===== src/rtl/fifo_master_port_if.sv =====
// Command/response handshake bundle between a requester and fifo_master_port.
//   cmd_valid/cmd_ready : command offer / queue can accept
//   cmd_op              : 0 = write, 1 = read
//   cmd_data            : write data (ignored for reads)
//   cmd_bank            : read bank id (ignored for writes)
//   rsp_valid/rsp_ready : read response pending / requester accepts
//   rsp_data            : read data (0 on error)
//   rsp_bank            : bank the read targeted
//   rsp_err             : all read attempts failed
// master = requester side, slave = adapter side.
`timescale 1ns/1ps
interface fifo_master_port_if;
  localparam int unsigned DATA_W = 8;
  localparam int unsigned BANK_W = 2;

  logic              cmd_valid;
  logic              cmd_ready;
  logic              cmd_op;
  logic [DATA_W-1:0] cmd_data;
  logic [BANK_W-1:0] cmd_bank;

  logic              rsp_valid;
  logic              rsp_ready;
  logic [DATA_W-1:0] rsp_data;
  logic [BANK_W-1:0] rsp_bank;
  logic              rsp_err;

  modport master (
    output cmd_valid, cmd_op, cmd_data, cmd_bank, rsp_ready,
    input  cmd_ready, rsp_valid, rsp_data, rsp_bank, rsp_err
  );

  modport slave (
    input  cmd_valid, cmd_op, cmd_data, cmd_bank, rsp_ready,
    output cmd_ready, rsp_valid, rsp_data, rsp_bank, rsp_err
  );
endinterface


===== src/rtl/fifo_master_port.sv =====
// Single-master command adapter in front of one master port of the four-bank
// FIFO. Buffers write/read commands in a small circular queue, turns each one
// into the one-cycle wr_en / rd_en + rd_id pulse protocol, retries reads that
// get no data and reports an error after MAX_ATTEMPTS tries.
// Ports:
//   clk, rst          : clock (rising edge), asynchronous active-low reset
//   bus (slave)       : command and response handshakes
//   fifo_wr_en        : write pulse to the bank FIFO
//   fifo_data_in      : write data, 0 outside a write pulse
//   fifo_rd_en        : read pulse to the bank FIFO
//   fifo_rd_id        : read bank id, 0 outside a read pulse
//   fifo_data_out     : read data from the bank FIFO
//   fifo_valid        : read data valid from the bank FIFO
//   wr_cnt            : writes issued, wraps at 256
//   err_cnt           : read errors, saturates at 255
`timescale 1ns/1ps
module fifo_master_port #(
  parameter int unsigned CMD_DEPTH    = 4,
  parameter int unsigned MAX_ATTEMPTS = 4
) (
  input  logic                clk,
  input  logic                rst,
  fifo_master_port_if.slave   bus,
  output logic                fifo_wr_en,
  output logic [7:0]          fifo_data_in,
  output logic                fifo_rd_en,
  output logic [1:0]          fifo_rd_id,
  input  logic [7:0]          fifo_data_out,
  input  logic                fifo_valid,
  output logic [7:0]          wr_cnt,
  output logic [7:0]          err_cnt
);

  localparam int unsigned DATA_W = 8;
  localparam int unsigned BANK_W = 2;
  localparam int unsigned CNT_W  = 8;
  localparam int unsigned AW     = $clog2(CMD_DEPTH);
  localparam int unsigned QCNT_W = AW + 1;
  localparam int unsigned ATT_W  = 4;

  typedef struct packed {
    logic              op;
    logic [DATA_W-1:0] data;
    logic [BANK_W-1:0] bank;
  } cmd_t;

  typedef enum logic [2:0] {
    IDLE     = 3'd0,
    ISSUE_WR = 3'd1,
    ISSUE_RD = 3'd2,
    WAIT_RD  = 3'd3,
    RESP     = 3'd4
  } state_t;

  // Command queue storage and pointers
  cmd_t              mem [CMD_DEPTH];
  logic [AW-1:0]     wr_ptr;
  logic [AW-1:0]     rd_ptr;
  logic [QCNT_W-1:0] q_count;
  logic              q_full;
  logic              q_empty;
  logic              push;
  logic              pop;
  cmd_t              push_entry;

  // FSM and hold registers
  state_t            state_q, state_d;
  cmd_t              hold_q, hold_d;
  logic [ATT_W-1:0]  att_q, att_d;
  logic [DATA_W-1:0] rdata_q, rdata_d;
  logic              rerr_q, rerr_d;
  logic [CNT_W-1:0]  wr_cnt_q, wr_cnt_d;
  logic [CNT_W-1:0]  err_cnt_q, err_cnt_d;

  // Full/empty come from the registered count, so a pop never re-opens the
  // queue in the same cycle.
  assign q_full     = (q_count == QCNT_W'(CMD_DEPTH));
  assign q_empty    = (q_count == '0);
  assign push       = bus.cmd_valid & ~q_full;
  assign pop        = (state_q == IDLE) & ~q_empty;
  assign push_entry = '{op: bus.cmd_op, data: bus.cmd_data, bank: bus.cmd_bank};

  // Queue storage: data only, no reset needed
  always_ff @(posedge clk) begin
    if (push) begin
      mem[wr_ptr] <= push_entry;
    end
  end

  // Queue pointers and occupancy; pointers wrap naturally at CMD_DEPTH
  always_ff @(posedge clk or negedge rst) begin
    if (!rst) begin
      wr_ptr  <= '0;
      rd_ptr  <= '0;
      q_count <= '0;
    end else begin
      if (push) begin
        wr_ptr <= wr_ptr + AW'(1);
      end
      if (pop) begin
        rd_ptr <= rd_ptr + AW'(1);
      end
      q_count <= q_count + QCNT_W'(push) - QCNT_W'(pop);
    end
  end

  // State and hold registers
  always_ff @(posedge clk or negedge rst) begin
    if (!rst) begin
      state_q   <= IDLE;
      hold_q    <= '0;
      att_q     <= '0;
      rdata_q   <= '0;
      rerr_q    <= 1'b0;
      wr_cnt_q  <= '0;
      err_cnt_q <= '0;
    end else begin
      state_q   <= state_d;
      hold_q    <= hold_d;
      att_q     <= att_d;
      rdata_q   <= rdata_d;
      rerr_q    <= rerr_d;
      wr_cnt_q  <= wr_cnt_d;
      err_cnt_q <= err_cnt_d;
    end
  end

  // Next-state and register updates
  always_comb begin
    state_d   = state_q;
    hold_d    = hold_q;
    att_d     = att_q;
    rdata_d   = rdata_q;
    rerr_d    = rerr_q;
    wr_cnt_d  = wr_cnt_q;
    err_cnt_d = err_cnt_q;

    unique case (state_q)
      IDLE: begin
        if (!q_empty) begin
          hold_d  = mem[rd_ptr];
          att_d   = '0;
          state_d = mem[rd_ptr].op ? ISSUE_RD : ISSUE_WR;
        end
      end

      ISSUE_WR: begin
        wr_cnt_d = wr_cnt_q + CNT_W'(1);
        state_d  = IDLE;
      end

      ISSUE_RD: begin
        att_d   = att_q + ATT_W'(1);
        state_d = WAIT_RD;
      end

      // fifo_valid is only looked at here, one cycle after the read pulse
      WAIT_RD: begin
        if (fifo_valid) begin
          rdata_d = fifo_data_out;
          rerr_d  = 1'b0;
          state_d = RESP;
        end else if (att_q == ATT_W'(MAX_ATTEMPTS)) begin
          rdata_d = '0;
          rerr_d  = 1'b1;
          if (err_cnt_q != {CNT_W{1'b1}}) begin
            err_cnt_d = err_cnt_q + CNT_W'(1);
          end
          state_d = RESP;
        end else begin
          state_d = ISSUE_RD;
        end
      end

      RESP: begin
        if (bus.rsp_ready) begin
          state_d = IDLE;
        end
      end

      default: begin
        state_d = IDLE;
      end
    endcase
  end

  // Bank FIFO pulses decode straight from state; payload is zero when idle
  assign fifo_wr_en   = (state_q == ISSUE_WR);
  assign fifo_data_in = fifo_wr_en ? hold_q.data : '0;
  assign fifo_rd_en   = (state_q == ISSUE_RD);
  assign fifo_rd_id   = fifo_rd_en ? hold_q.bank : '0;

  // Response port holds its payload for the whole RESP state
  assign bus.cmd_ready = ~q_full;
  assign bus.rsp_valid = (state_q == RESP);
  assign bus.rsp_data  = bus.rsp_valid ? rdata_q : '0;
  assign bus.rsp_bank  = bus.rsp_valid ? hold_q.bank : '0;
  assign bus.rsp_err   = bus.rsp_valid & rerr_q;

  assign wr_cnt  = wr_cnt_q;
  assign err_cnt = err_cnt_q;

endmodule

===== src/flat_wrapper.sv =====
// flat-port wrapper written by rule: the top's interface ports become plain ports
module fifo_master_port_flat 
#(
  parameter int unsigned CMD_DEPTH    = 4,
  parameter int unsigned MAX_ATTEMPTS = 4
)
  (clk, rst, fifo_wr_en, fifo_data_in, fifo_rd_en, fifo_rd_id, fifo_data_out, fifo_valid, wr_cnt, err_cnt, bus_cmd_valid, bus_cmd_op, bus_cmd_data, bus_cmd_bank, bus_rsp_ready, bus_cmd_ready, bus_rsp_valid, bus_rsp_data, bus_rsp_bank, bus_rsp_err);
  fifo_master_port_if bus_i ();
  input  logic clk;
  input  logic rst;
  output logic fifo_wr_en;
  output logic [7:0] fifo_data_in;
  output logic fifo_rd_en;
  output logic [1:0] fifo_rd_id;
  input  logic [7:0] fifo_data_out;
  input  logic fifo_valid;
  output logic [7:0] wr_cnt;
  output logic [7:0] err_cnt;
  input wire logic [$bits(bus_i.cmd_valid)-1:0] bus_cmd_valid;
  input wire logic [$bits(bus_i.cmd_op)-1:0] bus_cmd_op;
  input wire logic [$bits(bus_i.cmd_data)-1:0] bus_cmd_data;
  input wire logic [$bits(bus_i.cmd_bank)-1:0] bus_cmd_bank;
  input wire logic [$bits(bus_i.rsp_ready)-1:0] bus_rsp_ready;
  output wire logic [$bits(bus_i.cmd_ready)-1:0] bus_cmd_ready;
  output wire logic [$bits(bus_i.rsp_valid)-1:0] bus_rsp_valid;
  output wire logic [$bits(bus_i.rsp_data)-1:0] bus_rsp_data;
  output wire logic [$bits(bus_i.rsp_bank)-1:0] bus_rsp_bank;
  output wire logic [$bits(bus_i.rsp_err)-1:0] bus_rsp_err;
  assign bus_i.cmd_valid = bus_cmd_valid;
  assign bus_i.cmd_op = bus_cmd_op;
  assign bus_i.cmd_data = bus_cmd_data;
  assign bus_i.cmd_bank = bus_cmd_bank;
  assign bus_i.rsp_ready = bus_rsp_ready;
  assign bus_cmd_ready = bus_i.cmd_ready;
  assign bus_rsp_valid = bus_i.rsp_valid;
  assign bus_rsp_data = bus_i.rsp_data;
  assign bus_rsp_bank = bus_i.rsp_bank;
  assign bus_rsp_err = bus_i.rsp_err;
  fifo_master_port #(.CMD_DEPTH(CMD_DEPTH), .MAX_ATTEMPTS(MAX_ATTEMPTS)) u_core (.clk(clk), .rst(rst), .bus(bus_i), .fifo_wr_en(fifo_wr_en), .fifo_data_in(fifo_data_in), .fifo_rd_en(fifo_rd_en), .fifo_rd_id(fifo_rd_id), .fifo_data_out(fifo_data_out), .fifo_valid(fifo_valid), .wr_cnt(wr_cnt), .err_cnt(err_cnt));
endmodule

===== config.mk =====
export PLATFORM = sky130hd
export DESIGN_NAME = fifo_master_port_flat
export DESIGN_NICKNAME = d
export VERILOG_FILES = /design/src/rtl/fifo_master_port_if.sv /design/src/rtl/fifo_master_port.sv /design/src/flat_wrapper.sv
export SDC_FILE = /design/constraint.sdc
export NUM_CORES = 1
export LEC_CHECK = 0
export BUFFER_PORTS_ARGS = -buffer_cell sky130_fd_sc_hd__buf_2
export CAP_MARGIN = 20
export CORE_UTILIZATION = 45
export CTS_BUF_LIST = sky130_fd_sc_hd__clkbuf_8 sky130_fd_sc_hd__clkbuf_16
export DETAILED_ROUTE_END_ITERATION = 10
export GPL_TIMING_DRIVEN = 0
export PLACE_DENSITY = 0.7
export SLEW_MARGIN = 5
export SYNTH_ARGS = -nofsm -noshare
export SYNTH_HDL_FRONTEND = slang
export SYNTH_SLANG_ARGS = --single-unit

===== constraint.sdc =====
create_clock -name clk -period 2.91 [get_ports clk]
set_input_delay 0.7275 -clock clk [delete_from_list [all_inputs] [get_ports clk]]
set_output_delay 0.7275 -clock clk [all_outputs]
set_load 0.02 [all_outputs]

==> results of run 1 <==
-- stage by stage --
stage / total power [mW] / util [%] / hold slack, ns / cell area, sq um / std cells
6_report: 4.37 / 55.0 / 0.364 / 4570 / 436
5_1_grt: 4.67 / 55.0 / 0.381 / 4570 / 436
4_1_cts: 4.42 / 54.7 / 0.476 / 4540 / 435
3_5_place_dp: 3.59 / 52.4 / 0.458 / 4350 / 419
3_3_place_gp: 3.52 / 52.4 / 0.459 / 4350 / 419
2_1_floorplan: 3.15 / - / 0.432 / 3890 / 250
-- path summary, 6_finish.rpt --
path                                               start                             to  slack (ns)  depth (start not counted)
max in group asynchronous                            rst   u_core.wr_cnt[4]$_DFFE_PN0P_        2.00                          2
max                        u_core.state_q[2]$_DFFE_PN0P_                bus_rsp_data[5]        0.22                          4
min reg2reg                 u_core.wr_cnt[7]$_DFFE_PN0P_   u_core.wr_cnt[7]$_DFFE_PN0P_        0.47                          1
max reg2reg                u_core.state_q[1]$_DFFE_PN0P_    u_core.q_count[2]$_DFF_PN0_        0.23                          8
min in group clk            u_core.wr_cnt[7]$_DFFE_PN0P_   u_core.wr_cnt[7]$_DFFE_PN0P_        0.47                          1
min                                                  rst  u_core.err_cnt[3]$_DFFE_PN0P_        0.36                          1
-- layout by cell type, fill, tap and decap left out, types with 3 or more instances in the layout --
master / synthesis / final
mux4_2: 11 / 11
inv_8: 0 / 3
inv_1: 11 / 11
xnor2_1: 16 / 16
nor3_1: 3 / 3
nor2_1: 3 / 3
nand3_1: 5 / 5
ha_1: 10 / 10
xor2_1: 3 / 3
mux2_2: 14 / 14
dfrtp_1: 49 / 49
nand2_1: 7 / 7
and2_1: 22 / 22
clkbuf_8: 0 / 9
a22o_1: 8 / 8
and3_1: 8 / 8
clkbuf_1: 3 / 3
edfxtp_1: 44 / 44
nand4_1: 7 / 7
buf_2: 4 / 68
-- registers in the layout, summed over array words and instances (netlist names) --
register,flops
u_core.rerr_q,1
u_core.q_count,3
u_core.wr_cnt,8
u_core.rd_ptr,2
u_core.hold_q,10
u_core.err_cnt,8
u_core.wr_ptr,2
u_core.rdata_q,8
u_core.att_q,4
u_core.state_q,3
u_core.mem,44
-- synth_stat cells, drive strengths merged --
| cell type | count | share of area, % |
|---|---|---|
| and4 | 1 | 0.22 |
| nor2 | 3 | 0.29 |
| and3b | 2 | 0.45 |
| mux4 | 11 | 6.4 |
| o31ai | 1 | 0.19 |
| nor3b | 3 | 0.71 |
| mux2i | 2 | 0.51 |
| edfxtp | 44 | 34 |
| inv | 11 | 1.1 |
| o21ai | 3 | 0.39 |
| nand2 | 7 | 0.67 |
| mux2 | 14 | 4.0 |
| ha | 10 | 3.2 |
| and2 | 23 | 3.7 |
| xor2 | 3 | 0.67 |
| a21oi | 2 | 0.26 |
| o2111a | 1 | 0.29 |
| nor3 | 3 | 0.39 |
| dfrtp | 49 | 31 |
| a22oi | 1 | 0.19 |
| nand4 | 7 | 1.1 |
| nand3 | 5 | 0.64 |
| and3 | 8 | 1.3 |
| a22o | 8 | 1.8 |
| a21o | 2 | 0.39 |
| xnor2 | 16 | 3.6 |
| buf | 5 | 0.80 |
| nor4 | 1 | 0.55 |
| clkbuf | 3 | 0.29 |
| fa | 1 | 0.51 |
-- report_power, final --
| part | switching (mW) | internal (mW) | leakage [nW] |
|---|---|---|---|
| clock network | 0.494 | 0.334 | 0.0940 |
| logic | 0.791 | 0.733 | 0.890 |
| registers | 0.237 | 1.78 | 1.02 |
-- layer usage --
layer | up-vias | global-route usage [%] | part of all wire (%)
met3 | 4 | 5.10 | 6.2
met1 | 1098 | 20.1 | 45
met5 | - | 0 | 0
met4 | 0 | 6.06 | 0.87
met2 | 61 | 26.1 | 48
li1 | 1069 | - | -
-- area by class of cell --
type | instances | share of cell area, %
Buffer | 8 | 0.932
Multi-Input combinational cell | 138 | 27.8
Tap cell | 105 | 2.88
Sequential cell | 93 | 55.8
Timing Repair Buffer | 65 | 7.45
Clock inverter | 7 | 1.53
Clock buffer | 9 | 2.71
Inverter | 11 | 0.904
-- logic make-up (layout without fill, tap and decap cells) --
family	after synthesis	in the layout	share of synthesized area, %
and+or+nand+nor	63	63	10.0
DFF	93	93	65.4
adders and majority gates	11	11	3.73
xor gates and xnor gates	19	19	4.27
buffers and inverters	19	100	2.15
muxes	27	27	10.9
AOI/OAI and AO/OA	18	18	3.50
-- critical path: cells and delay by family, from the launching register on --
| family | cells | cell delay [ns] |
|---|---|---|
| buf+inv | 2 | 0.53 |
| simple gates | 2 | 0.56 |
| flops | 1 | 0.52 |
-- timing repair --
action / in CTS / in global routing
hold buffers: 0 / 0
gates resized for setup: 0 / 1
endpoints found under the setup margin: 0 / 9
==> results.toml, run 1 <==
[run_status]
status = "completed"

[timing]
min_period_ns = 2.69
rsz0062_at_grt = "no"
slew_headroom_pct = 43.7
finalClockSkew_ns = 0.0137
tightest_slew_ns = 0.838
hold_violations = 0
timing.setup.tns_ns = 0
finalCritPeriodShare_pct = 92.4
max_freq_mhz = 372
drv_slew = 0
setup-violations-final = 0
fin_ws_ns = 0.220

[routing]
ant_nets = 0
wire_per_inst_microns = 15.1
wl_microns = 6580
vias = 2232
drc = 0
firstDrtPassIters = 4
first_iter_violations = 57
drt-vias-per-instance = 5.12

[synth]
syn_area_per_cell_sq_um = 15.6
ys_seq_elements = 93
synthDistinctLibCells = 34
yosys_warnings = 0
syn_area_sq_mm = 0.00389
synth_cells = 250
synthesis.nets = 285
synth-seq-area-share_pct = 65.4

[cells_and_area]
drive_gt1_share_pct = 34.4
ff_latch_area_sq_mm = 0.00255
multiInputGateArea_sq_mm = 0.00127
antennaDiodeCount = 0
fill_cells = 683
nets = 361
area_growth_pct = 17.2

[critical_path]
crit_slowest_cell = "dfrtp_1"
arrival_ns = 1.96
cp-start-kind = "flip-flop"
critPathMaxFanout = 10
crit_type = "reg -> out"
crit_chain = "nor3b_2 -> clkbuf_1 -> and2_1 -> buf_2"
critPathMaxStageDelay_ns = 0.52
critPathRequiredTime_ns = 2.18
critPathCaptureType = "primary output"

[clock_tree]
htree_levels = 3
cts.path.max_buffers = 2
cts_tree = "done"
clk_pin_slew_ns = 0.10
root_buffer = "clkbuf_8"
clock_sinks = 93
cts_inserted_buffers = 9
insertion_delay_ns = 0.36
cts_setup_buffers = 0

[floorplan]
die_w_microns = 95.0
core_sq_mm = 0.00830
rows = 33
die-area_sq_mm = 0.00903
start_util_pct = 46.9
ios = 65
dieHeight_microns = 95.0

[global_route]
grt_pass1_wl_microns = 10600
grtUsageTotal_pct = 16.1
grt.overflow.total = 0
grt_max_degree = 50
grt_pass1_vias = 2181
antenna_found_initial = 0

[min_path]
min_path_type = "in -> async"

[run]
cap_violations = 0

[power_and_ir_drop]
p_leak_nw = 2.01
p_per_area_mw_per_mm2 = 957
ir_drop_v = 0.000410

[placement]
dp_hpwl_microns = 4360
io_buffers = 64
preCtsSetupSlack_ns = 0.258
gp_congestion = 0.732
Power figures use the tool's default switching activity.
==> run 2, diff against run 1 <==
Settings changed: ABC_AREA from default to 1, SKIP_CTS_REPAIR_TIMING from default to 1.
==> results.toml, run 2 <==
[critical_path]
timing.rr.start = "u_core.state_q[0]$_DFFE_PN0P_"
r2r_setup_slack_ns = 0.74
arrival_ns = 1.65
critPathMaxFanout = 10
critPathRequiredTime_ns = 2.18
cp-start-kind = "flip-flop"
worstReg2RegEnd = "u_core.q_count[2]$_DFF_PN0_"
ff2ff_path_depth = 9
critPathCaptureType = "primary output"
crit_type = "reg -> out"

[global_route]
grt_max_degree = 50
grt.overflow.total = 0
grt_pass1_vias = 2866
grtUsageTotal_pct = 17.5
antenna_found_initial = 0
grt_pass1_wl_microns = 13500

[floorplan]
die-area_sq_mm = 0.00988
start_util_pct = 46.4
die_w_microns = 99.4
dieHeight_microns = 99.4
ios = 65
core_sq_mm = 0.00920
rows = 35

[power_and_ir_drop]
comb_power_share_pct = 38.8
intPower_mw = 2.89
p_seq_share_pct = 41.8
switchingPower_mw = 1.86
ir_drop_v = 0.000456
power.share.clock_pct = 19.3
p_per_area_mw_per_mm2 = 951
p_leak_nw = 2.43
p_sw_share_pct = 39.2

[routing]
drt-vias-per-instance = 4.90
drc = 0
vias = 3111
first_iter_violations = 112
wl_microns = 8300
firstDrtPassIters = 4
ant_nets = 0
wire_per_inst_microns = 13.1

[cells_and_area]
area_growth_pct = 17.1
top_register = "u_core.mem"
largest_registers = "u_core.mem (44), u_core.hold_q (10)"
antennaDiodeCount = 0
nets = 554
final_common_cell = "nand2_1"
final_cell_mix = "97 x nand2_1, 71 x buf_2, 62 x nor2_1"
final_core_util_pct = 54.4
largest_reg_flops = 44
drive_gt1_share_pct = 22.9
final_area_sq_mm = 0.00500

[timing]
setup-violations-final = 0
finalClockSkew_ns = 0.0127
drv_slew = 0
max_freq_mhz = 421
slew_headroom_pct = 57.7
rsz0062_at_grt = "no"
finalCritPeriodShare_pct = 81.6
fin_ws_ns = 0.535
holdWs_ns = 0.325
timing.setup.tns_ns = 0
hold_violations = 0
min_period_ns = 2.37
tightest_slew_ns = 0.633

[synth]
async_reset_ff_share_pct = 52.7
yosysTopAreaCell = "edfxtp_1"
yosys_warnings = 0
syn_area_per_cell_sq_um = 9.72
ys_seq_elements = 93
synth-edff-count = 44
synthDistinctLibCells = 30
synthesis.nets = 474
syn_area_sq_mm = 0.00427
synth_ff_type = "dfrtp_1"
netlist_top_cells_area = "edfxtp_1 31%, dfrtp_1 29%, nand2_1 8.5%"
synth_cells = 439
ys_top_cells_by_count = "97 x nand2_1, 62 x nor2_1, 54 x inv_1"
yosysTopAreaCellShare_pct = 30.9
yosysMostFrequentCell = "nand2_1"
synth-seq-area-share_pct = 59.7

[placement]
gp_congestion = 0.750
post_dp_cell_area_sq_mm = 0.00473
dp_hpwl_microns = 5700
preCtsSetupSlack_ns = 0.645
io_buffers = 64

[clock_tree]
clock_sinks = 93
insertion_delay_ns = 0.35
cts.path.max_buffers = 2
cts_tree = "done"
cts_inserted_buffers = 9
root_buffer = "clkbuf_8"
htree_levels = 3
clk_pin_slew_ns = 0.10

[run]
cap_violations = 0

[min_path]
min_path_type = "in -> async"

[run_status]
status = "completed"
-- run 2: cell types whose count changed after synthesis, moves of 14 or more --
cell,delta
o21ai_0,+14
and2_1,-22
nand2_1,+90
o21ai_1,+24
mux2_2,-14
nor2_1,+59
inv_1,+43
nand3_1,+18
-- run 2: kinds of logic after synthesis --
logic type | Yosys count | synth area share (%)
adders and majority gates | 11 | 3.40
xor gates and xnor gates | 14 | 2.87
DFF | 93 | 59.7
buffers and inverters | 71 | 6.83
and+or+nand+nor | 197 | 20.0
AOI/OAI and AO/OA | 53 | 7.27
-- run 2: cell type report --
cell class	instances	area [sq um]
buffer	12	68.8
clock buffer	9	124
clock inverter	7	92.6
fill	855	4200
inverter	59	223
multi-input combinational	275	1430
sequential	93	2550
tap	111	139
timing repair buffer	69	374
-- run 2: worst max-delay path by stage --
stage,startpoint,end,cells past startpoint
3_3_place_gp,bus_cmd_valid,u_core.mem[3][10]$_DFFE_PP_,3
3_5_place_dp,bus_cmd_valid,u_core.mem[0][0]$_DFFE_PP_,3
4_1_cts,u_core.state_q[0]$_DFFE_PN0P_,bus_rsp_data[3],5
5_1_grt,u_core.state_q[0]$_DFFE_PN0P_,bus_rsp_data[2],5
6_report,u_core.state_q[0]$_DFFE_PN0P_,bus_rsp_data[3],5
2_1_floorplan,u_core.q_count[1]$_DFF_PN0_,u_core.q_count[2]$_DFF_PN0_,10
-- run 2: routing by layer --
| metal | track usage, % | routed length (microns) | vias up |
|---|---|---|---|
| met2 | 30.8 | 4180 | 63 |
| met5 | 0 | 0 | - |
| met3 | 2.67 | 300 | 5 |
| met4 | 5.66 | 48 | 0 |
| li1 | - | - | 1553 |
| met1 | 22.4 | 3770 | 1490 |
-- run 2: through the flow --
stage	power, mW	instances
after floorplan	3.31	439
after global placement	3.78	614
after detailed placement	3.86	614
after CTS	4.77	630
after global routing	5.12	635
final	4.75	635
-- run 2: power by group through the flow --
| stage | Clock (mW) | Combinational [mW] | Sequential, mW |
|---|---|---|---|
| 5_1_grt | 0.993 | 2.09 | 2.04 |
| 3_5_place_dp | 0 | 1.84 | 2.02 |
| 6_report | 0.919 | 1.85 | 1.99 |
| 3_3_place_gp | 0 | 1.77 | 2.01 |
| 2_1_floorplan | 0 | 1.30 | 2.02 |
| 4_1_cts | 0.938 | 1.84 | 1.99 |
-- run 2: worst max-delay path: stages, from the launching register on --
cell and delay, ns:
dfrtp_1 0.47, inv_2 0.09, nand3_1 0.20, buf_2 0.26
nor2_1 0.11, buf_2 0.17
